<file path="config.mk">
export PLATFORM = sky130hd
export DESIGN_NAME = rx_control_module
export DESIGN_NICKNAME = d
export VERILOG_FILES = /design/src/rtl/uart_pkg.sv /design/src/rtl/rx_sync_edge.sv /design/src/rtl/rx_control_module.sv
export SDC_FILE = /design/constraint.sdc
export NUM_CORES = 1
export LEC_CHECK = 0
export BUFFER_PORTS_ARGS = -buffer_cell sky130_fd_sc_hd__buf_4
export CAP_MARGIN = 15
export CORE_ASPECT_RATIO = 1.1
export CORE_MARGIN = 5
export CORE_UTILIZATION = 45
export CTS_BUF_LIST = sky130_fd_sc_hd__clkbuf_16
export CTS_CLUSTER_DIAMETER = 120
export DETAILED_ROUTE_END_ITERATION = 8
export GPL_TIMING_DRIVEN = 0
export PLACE_DENSITY = 0.65
export SYNTH_ARGS = -nofsm -noshare
export SYNTH_HDL_FRONTEND = slang
export SYNTH_SLANG_ARGS = --single-unit
</file>
<file path="constraint.sdc">
create_clock -name clk -period 1.85 [get_ports clk]
set_input_delay 0 -clock clk [delete_from_list [all_inputs] [get_ports clk]]
set_output_delay 0 -clock clk [all_outputs]
set_load 0.05 [all_outputs]
</file>
<file path="src/rtl/uart_pkg.sv">
// Shared UART types and constants for the rx and tx control paths.
// Latency: n/a (declarations only).
// Backpressure: n/a.
package uart_pkg;

  typedef enum logic [2:0] {IDLE, START, DATA, STOP, DONE} rx_state_t;

  localparam int DATA_BITS = 8;

  // 50 MHz core clock at 9600 baud; the tx baud generator uses the same value.
  localparam int CLKS_PER_BIT_DEFAULT = 5208;

endpackage

</file>
<file path="src/rtl/rx_sync_edge.sv">
// Brings the asynchronous rx line into the clk domain and flags its falling edge.
// Latency: rx_sync lags the pin by 2 clk; rx_fall is combinational from the flops.
// Backpressure: none; the line is sampled every cycle.
module rx_sync_edge (
  input  logic clk,
  input  logic rst,
  input  logic rx_pin_in,
  output logic rx_sync,
  output logic rx_fall
);

  logic meta_q;
  logic sync_q;
  logic dly_q;

  // Flops reset to the idle-high line level so leaving reset never looks like an edge.
  always_ff @(posedge clk) begin
    if (rst) begin
      meta_q <= 1'b1;
      sync_q <= 1'b1;
      dly_q  <= 1'b1;
    end else begin
      meta_q <= rx_pin_in;
      sync_q <= meta_q;
      dly_q  <= sync_q;
    end
  end

  assign rx_sync = sync_q;
  assign rx_fall = dly_q & ~sync_q;

endmodule

</file>
<file path="src/rtl/rx_control_module.sv">
// UART 8N1 receiver: mid-bit sampling, one-cycle done pulse, framing-error pulse.
// Latency: rx_done_sig rises 1 clk after the stop-bit sample (~9.5 bit times + 3 clk from the start edge).
// Backpressure: none; rx_done_sig is a single-cycle pulse, rx_data is held until the next good frame.
module rx_control_module
  import uart_pkg::*;
#(
  parameter int CLKS_PER_BIT = CLKS_PER_BIT_DEFAULT,
  parameter int DATA_BITS    = uart_pkg::DATA_BITS
) (
  input  logic                 clk,
  input  logic                 rst,
  input  logic                 rx_pin_in,
  input  logic                 rx_en_sig,
  output logic [DATA_BITS-1:0] rx_data,
  output logic                 rx_done_sig,
  output logic                 rx_frame_err,
  output logic                 rx_busy
);

  localparam int BW = $clog2(CLKS_PER_BIT);
  localparam logic [BW-1:0] HALF_LAST = BW'(CLKS_PER_BIT / 2 - 1);
  localparam logic [BW-1:0] BIT_LAST  = BW'(CLKS_PER_BIT - 1);
  localparam logic [2:0]    LAST_BIT  = 3'(DATA_BITS - 1);

  logic rx_sync;
  logic rx_fall;

  rx_sync_edge u_sync_edge (
    .clk       (clk),
    .rst       (rst),
    .rx_pin_in (rx_pin_in),
    .rx_sync   (rx_sync),
    .rx_fall   (rx_fall)
  );

  rx_state_t            state_q, state_d;
  logic [BW-1:0]        baud_q, baud_d;
  logic [2:0]           bit_q, bit_d;
  logic [DATA_BITS-1:0] shift_q, shift_d;
  logic [DATA_BITS-1:0] data_d;
  logic                 done_d;
  logic                 err_d;

  always_ff @(posedge clk) begin
    if (rst) begin
      state_q      <= IDLE;
      baud_q       <= '0;
      bit_q        <= '0;
      shift_q      <= '0;
      rx_data      <= '0;
      rx_done_sig  <= 1'b0;
      rx_frame_err <= 1'b0;
    end else begin
      state_q      <= state_d;
      baud_q       <= baud_d;
      bit_q        <= bit_d;
      shift_q      <= shift_d;
      rx_data      <= data_d;
      rx_done_sig  <= done_d;
      rx_frame_err <= err_d;
    end
  end

  always_comb begin
    state_d = state_q;
    baud_d  = baud_q;
    bit_d   = bit_q;
    shift_d = shift_q;
    data_d  = rx_data;
    done_d  = 1'b0;
    err_d   = 1'b0;

    // Dropping enable aborts silently and wins over any sample due this cycle.
    if (state_q != IDLE && !rx_en_sig) begin
      state_d = IDLE;
    end else begin
      case (state_q)
        IDLE: begin
          if (rx_en_sig && rx_fall) begin
            state_d = START;
            baud_d  = '0;
            bit_d   = '0;
          end
        end
        START: begin
          if (baud_q == HALF_LAST) begin
            baud_d  = '0;
            state_d = rx_sync ? IDLE : DATA;
          end else begin
            baud_d = baud_q + 1'b1;
          end
        end
        DATA: begin
          if (baud_q == BIT_LAST) begin
            baud_d  = '0;
            shift_d = {rx_sync, shift_q[DATA_BITS-1:1]};
            bit_d   = bit_q + 3'd1;
            if (bit_q == LAST_BIT) state_d = STOP;
          end else begin
            baud_d = baud_q + 1'b1;
          end
        end
        STOP: begin
          if (baud_q == BIT_LAST) begin
            baud_d = '0;
            if (rx_sync) begin
              data_d  = shift_q;
              done_d  = 1'b1;
              state_d = DONE;
            end else begin
              err_d   = 1'b1;
              state_d = IDLE;
            end
          end else begin
            baud_d = baud_q + 1'b1;
          end
        end
        DONE:    state_d = IDLE;
        default: state_d = IDLE;
      endcase
    end
  end

  assign rx_busy = (state_q != IDLE);

endmodule

</file>
=== Word level (Yosys, flattened, before mapping) ===
Index checks and enable logic that the tools add are counted.

* Flip-flop bits (word level): 40
* Latch bits: 0
* Memory bits (writable): 0
* Bits in read-only memories: 0
* Input port bits: 4
* Output and inout bits: 11
* Memories kept: 0

* Add/subtract/negate cells: 2
* Multiply operators: 0
* Divide/modulo/power cells: 0
* $lt $le $gt $ge: 0
* Equality and inequality tests: 11
* Shifts and indexed selects: 0
* Muxes and demuxes: 17
* Bitwise logic cells: 5
* Reduce and logical (&&, ||, !) cells: 15

{| class="wikitable"
|+ Operators by type and width
! kind !! count
|-
| 2-to-1 mux 13 bit || 3
|-
| one-hot mux 13 bit (3 select lines) || 1
|-
| 2-to-1 mux 3 bit || 8
|-
| adder 13 x 1 -> 13 bit, second input constant || 1
|-
| == test 13 x 12 -> 1 bit, second input constant || 1
|-
| == test 13 bit, second input constant || 1
|-
| one-hot mux 3 bit (4 select lines) || 1
|-
| != test 2 bit, second input constant || 5
|-
| AND reduction 4 bit || 2
|-
| == test 3 x 2 -> 1 bit, second input constant || 2
|-
| one-hot mux 3 bit (2 select lines) || 1
|-
| AND reduction 3 bit || 2
|-
| nonzero test 3 bit || 2
|-
| AND reduction 5 bit || 1
|-
| inverter 1 bit || 4
|-
| OR reduction 2 bit || 2
|-
| OR reduction 4 bit || 1
|-
| adder 3 x 1 -> 3 bit, second input constant || 1
|-
| == test 3 x 1 -> 1 bit, second input constant || 1
|-
| == test 3 bit, second input constant || 1
|-
| logical NOT 3 bit || 1
|-
| logical AND 1 bit || 2
|-
| 2-to-1 mux 1 bit || 2
|-
| 2-to-1 mux 2 bit || 1
|-
| 3 further kinds || 3
|}

=== Logic depth before layout (Yosys ltp) ===
* Depth in word-level cells: 5
* Depth in mapped cells: 8
* Depth with buffers taken out: 6

=== By module ===
From an unflattened synthesis, not the netlist that was laid out.

* Cells, all modules: 211
* Area total of the unflattened synthesis: 1805.5 µm²

{| class="wikitable"
|+ By module, submodules not included
! module !! times used !! cells each !! area an instance (µm²) !! sequential area each (µm²)
|-
| rx_control_module || 1 || 204 || 1720.4 || 740.7
|-
| rx_sync_edge || 1 || 7 || 85.1 || 60.1
|}

=== Worst setup path after synthesis ===
OpenSTA, ideal clock, no wires.

* Kind: register to register
* Start point: register baud_q[0]
* End point: register rx_data[7]
* Setup time: 0.128 ns
* Arrival time: 1.855 ns
* Required time: 1.722 ns
* Slack: -0.132 ns
* Stages on the path, launching flop included: 8
* Buffers on the path: 1
* Path through: dfxtp_1 -> ha_1 -> buf_2 -> and4bb_2 -> nand3_4 -> nor4_4 -> mux2i_1 -> nor2_1

* Longest elaborated chain between the ends: 2

{| class="wikitable"
|+ RTL lines
! item !! RTL line !! RTL
|-
| from (decl) || rx_control_module.sv:37 || <nowiki>logic [BW-1:0] baud_q, baud_d;</nowiki>
|-
| from (signal assigned) || rx_control_module.sv:55 || <nowiki>baud_q <= baud_d;</nowiki>
|-
| == test 13 bit || rx_control_module.sv:104 || <nowiki>if (baud_q == BIT_LAST) begin</nowiki>
|-
| AND reduction 4 bit (no source line) || n/a ||
|-
| to (signal assigned) || rx_control_module.sv:58 || <nowiki>rx_data <= data_d;</nowiki>
|-
| to (decl) || rx_control_module.sv:14 || <nowiki>output logic [DATA_BITS-1:0] rx_data,</nowiki>
|}

Every way passes these cells.
A chain may end at the register's enable or synchronous reset.

=== Final worst setup path ===
* Start point: register baud_q[1]
* End point: register baud_q[4]

* Longest elaborated chain between the ends: 3

{| class="wikitable"
|+ RTL lines
! item !! RTL line !! RTL
|-
| adder 13 x 1 -> 13 bit (tied with other cells) || rx_control_module.sv:90, rx_control_module.sv:100, rx_control_module.sv:115 ||
|-
| 2-to-1 mux 13 bit, on equally long branches || rx_control_module.sv:94, rx_control_module.sv:104, rx_control_module.sv:86 ||
|-
| one-hot mux 13 bit (3 select lines) * || rx_control_module.sv:77 || <nowiki>case (state_q)</nowiki>
|}

Every way passes the cells marked *; elsewhere a longest branch is shown, timed or not.

==> summary by stage <==
Run status
The flow ran to the end, and the final reports show no timing, DRC or antenna violations.

Layout
The post-route netlist has between 20% and 30% of its cells at a drive strength greater than 1. Leaving out fill and tap cells, the most frequent cell in the layout is sky130_fd_sc_hd__dfxtp_1. The signed area change from the synthesized netlist to the final layout is 29.0%. After the flow finishes, the layout carries non-filler instances totaling ~290. Leaving out fill and tap cells, the most frequent cells in the layout are sky130_fd_sc_hd__dfxtp_1, sky130_fd_sc_hd__nor2_1, sky130_fd_sc_hd__buf_4.

The number of inserted diodes is 0. Summing all non-filler instances in the final layout gives an area of 2370 sq um. In the final design database the tool counted ~240 nets.

Drt
The total wirelength of the detailed-routed design is around 4000 um. The detailed router finished its first iteration with 104 violations. In the final routed layout, each cell accounts on average for approximately 14 um. In the routed layout, each cell is associated on average with a via count of approximately 5.5. For this run, design rule violations remaining after detail routing come to 0. The final route contains between 1500 and 2000 vias. The detail route stage leaves a number of antenna-violating nets equal to 0. The first detailed-routing pass ran for 4 iterations.

Clock tree
The clock-pin slew reported for the worst setup and hold paths after clock tree synthesis is 0.06 ns. The number of buffers added by the clock tree synthesis step is 5. The clock tree from TritonCTS is yes. In this run the deepest clock path goes through 2 buffers. The clock tree synthesis step divided the H-tree into 2 levels. Clock tree synthesis found a total of 40 sinks.

CTS placed an instance of sky130_fd_sc_hd__clkbuf_16 at the clock tree root. The clock insertion delay at the later pin of the skew report is 0.28 ns.

Floorplan
The die covers 5460 sq um. The standard cell core area is 3960 sq um. The height of the die is 77.0 um. For this configuration, the core starts out at a cell density of between 40% and 50%. The count of standard-cell rows is 24. The floorplan step set the die width to approximately 70 um. Pin placement for this block handled 15 I/O pins.

STA
On the final layout, the worst clock skew is around 0.006 ns. The total count of hold-check failures in the final report is 0. The tightest hold path in the finished design has a slack of between 0.06 and 0.07 ns. In this run the tightest slew margin relative to its limit is about 67%. The number of pins exceeding their max-slew limit in the final report is 0. For the pin with the worst max-slew slack, the measured transition is between 0.4 and 0.5 ns. The ratio of final minimum period to clock period is a little over nine tenths.

The maximum clock frequency is roughly 0.56 GHz. The clock period could shrink to ~1.8 ns. Setup violations remaining at the end of the flow were counted as 0. The setup TNS is 0 ns.

Worst setup path
The worst reg2reg path depth is 8. STA classifies the critical path endpoint as a flip-flop. The endpoint identified for the worst register-to-register timing path is baud_q[4]. The required time of the critical path is ~2 ns. The maximum fanout count along the critical path is 7. In this run the critical register-to-register path is launched from baud_q[1]. The register-to-register setup slack is approximately 0.057 ns. By startpoint and endpoint, the worst setup path is classified as reg -> reg. The data arrival time of the worst path is 1.94 ns. The worst setup path is launched from a flip-flop.

Synth
After synthesis the cells add up to 1840 sq um. The count of unique library cells instantiated by Yosys is 42. The number of register bits inferred by synthesis is 40. Among all flip-flop cells after synthesis, the most frequent one is sky130_fd_sc_hd__dfxtp_1. Counting flops with a built-in enable in the synthesized netlist gives 0. Synthesis produced a netlist with a net count of 210.

The cell count after synthesis is ~200. The total number of yosys warnings is 0. The average cell area after synthesis is approximately 9 sq um. Counting flops with an async set or reset pin after synthesis yields a share of 0%. The share of the yosys chip area belonging to registers is around 44%.

Power and ir drop
In this run switching power makes up between 20% and 30% of total power. Total power for the finished layout comes to about 1.9 mW. The internal power of the cells totals about 1.5 mW.

Sequential cells account for ~45% of the total power. The analysis attributes to net switching a power of 0.397 mW. In this run the static leakage power is around 0.84 nW. The maximum VDD drop is between 0.6 and 0.7 mV. The fraction of power consumed by combinational cells is 3.2%. The part of the total power dissipated in the clock network is roughly half.

The total power density per cell area is a little over 800 nW/um^2.

Global route
The first global-routing pass estimated approximately 6600 um of wire. The via count of the first global-routing pass is ~1400. The initial antenna violation count is 0. The total congestion overflow is 0. The combined global-route utilization of all metal layers is between 10% and 20%.

The maximum number of pins on one net before global-route repair is 15.

Min path
The depth of the worst hold-timing path is 3. The startpoint identified for the worst hold timing path is rx_en_sig. The hold path endpoint is state_q[1]. The worst min-delay path class is in -> reg.

Place
The number of cells after detailed placement is ~270. The count of input and output buffers is 14. The post-DP HPWL is around 2600 um. The placed instances occupy a cell area of 2010 sq um.

The final weighted congestion in routability-driven placement is 0.872.

Run
The count of max-cap constraint violations is 0.
==> Yosys cell counts (3+ instances only) <==
| cell type | n | area, sq um |
|---|---|---|
| sky130_fd_sc_hd__a21oi_1 | 9 | 45.0 |
| sky130_fd_sc_hd__a31oi_1 | 4 | 25.0 |
| sky130_fd_sc_hd__clkbuf_1 | 7 | 26.3 |
| sky130_fd_sc_hd__dfxtp_1 | 40 | 801 |
| sky130_fd_sc_hd__ha_1 | 3 | 37.5 |
| sky130_fd_sc_hd__inv_1 | 3 | 11.3 |
| sky130_fd_sc_hd__mux2i_1 | 17 | 170 |
| sky130_fd_sc_hd__nand2_1 | 17 | 63.8 |
| sky130_fd_sc_hd__nand2b_1 | 3 | 18.8 |
| sky130_fd_sc_hd__nand3_1 | 8 | 40.0 |
| sky130_fd_sc_hd__nand4_1 | 11 | 68.8 |
| sky130_fd_sc_hd__nor2_1 | 30 | 113 |
| sky130_fd_sc_hd__nor2b_1 | 4 | 25.0 |
| sky130_fd_sc_hd__nor3_1 | 7 | 35.0 |
| sky130_fd_sc_hd__or2_2 | 3 | 18.8 |
| sky130_fd_sc_hd__xnor2_1 | 3 | 26.3 |
| sky130_fd_sc_hd__xor2_1 | 3 | 26.3 |
==> timing repair <==
item                       CTS  global route
hold endpoints to repair     2             0
hold buffers                 2             0
setup endpoints to repair   31            32
buffers inserted             4             1
gates cloned                 0             1
pin swaps                    4             4
resized for setup            9            14
==> routing by layer <==
metal / up-vias / GRT usage, % / share of wire, %
met5: - / 0 / 0
met4: 0 / 4.51 / 1.4
met3: 6 / 4.31 / 5.5
met2: 38 / 22.1 / 46
met1: 733 / 20.5 / 47
li1: 788 / - / -
==> state kept, by name (all words and copies together), names as in the netlist <==
name	count
rx_frame_err	1
u_sync_edge.meta_q	1
state_q	3
u_sync_edge.dly_q	1
bit_q	3
u_sync_edge.rx_sync	1
rx_data	8
rx_done_sig	1
baud_q	13
shift_q	8
==> power by group through the flow <==
stage	Clock, mW	Combinational (mW)	Sequential [mW]
after floorplan	0	0.0300	0.884
after global placement	0	0.0492	0.885
after detailed placement	0	0.0490	0.885
after CTS	1.02	0.0552	0.864
after global routing	1.06	0.0668	0.864
final	0.997	0.0608	0.865
==> how the worst max path moves through the flow <==
stage               startpoint    endpoint  slack, ns
floorplan            baud_q[0]  rx_data[7]      0.008
global placement     baud_q[0]  rx_data[0]      -0.20
detailed placement   baud_q[0]  rx_data[4]      -0.22
CTS                  baud_q[0]  rx_data[4]      0.008
global route         baud_q[1]   baud_q[3]      -0.02
finish               baud_q[1]   baud_q[4]       0.06
==> cells by family after synthesis <==
| group | synth area share, % |
|---|---|
| fa+ha+maj | 2.04 |
| mux | 9.26 |
| compound gates | 7.43 |
| simple gates | 32.1 |
| buf+inv | 2.72 |
| flops | 43.6 |
| xor+xnor | 2.86 |
==> worst max-delay path, stage by stage (launching register included) <==
cell	delay, ns
sky130_fd_sc_hd__dfxtp_2	0.36
sky130_fd_sc_hd__ha_4	0.14
sky130_fd_sc_hd__buf_6	0.11
sky130_fd_sc_hd__and4bb_2	0.27
sky130_fd_sc_hd__nand3_4	0.13
sky130_fd_sc_hd__a22o_4	0.33
sky130_fd_sc_hd__clkbuf_16	0.16
sky130_fd_sc_hd__nand3_1	0.08
sky130_fd_sc_hd__a31oi_1	0.08
==> metrics by stage <==
step	util, %	worst slack (ns)
after detailed placement	50.8	-0.219
after CTS	58.0	0.00842
final	59.8	0.0574
after floorplan	-	0.00809
after global routing	59.8	-0.0228
after global placement	50.8	-0.202
==> layout make-up <==
cell class | count | area (sq um)
Fill cell | 371 | 1590
Multi-Input combinational cell | 151 | 1040
Sequential cell | 40 | 806
Timing Repair Buffer | 22 | 213
Clock buffer | 5 | 125
Tap cell | 52 | 65.1
Buffer | 9 | 60.1
Clock inverter | 3 | 46.3
Inverter | 3 | 11.3
(Power assumes the default switching activity.)
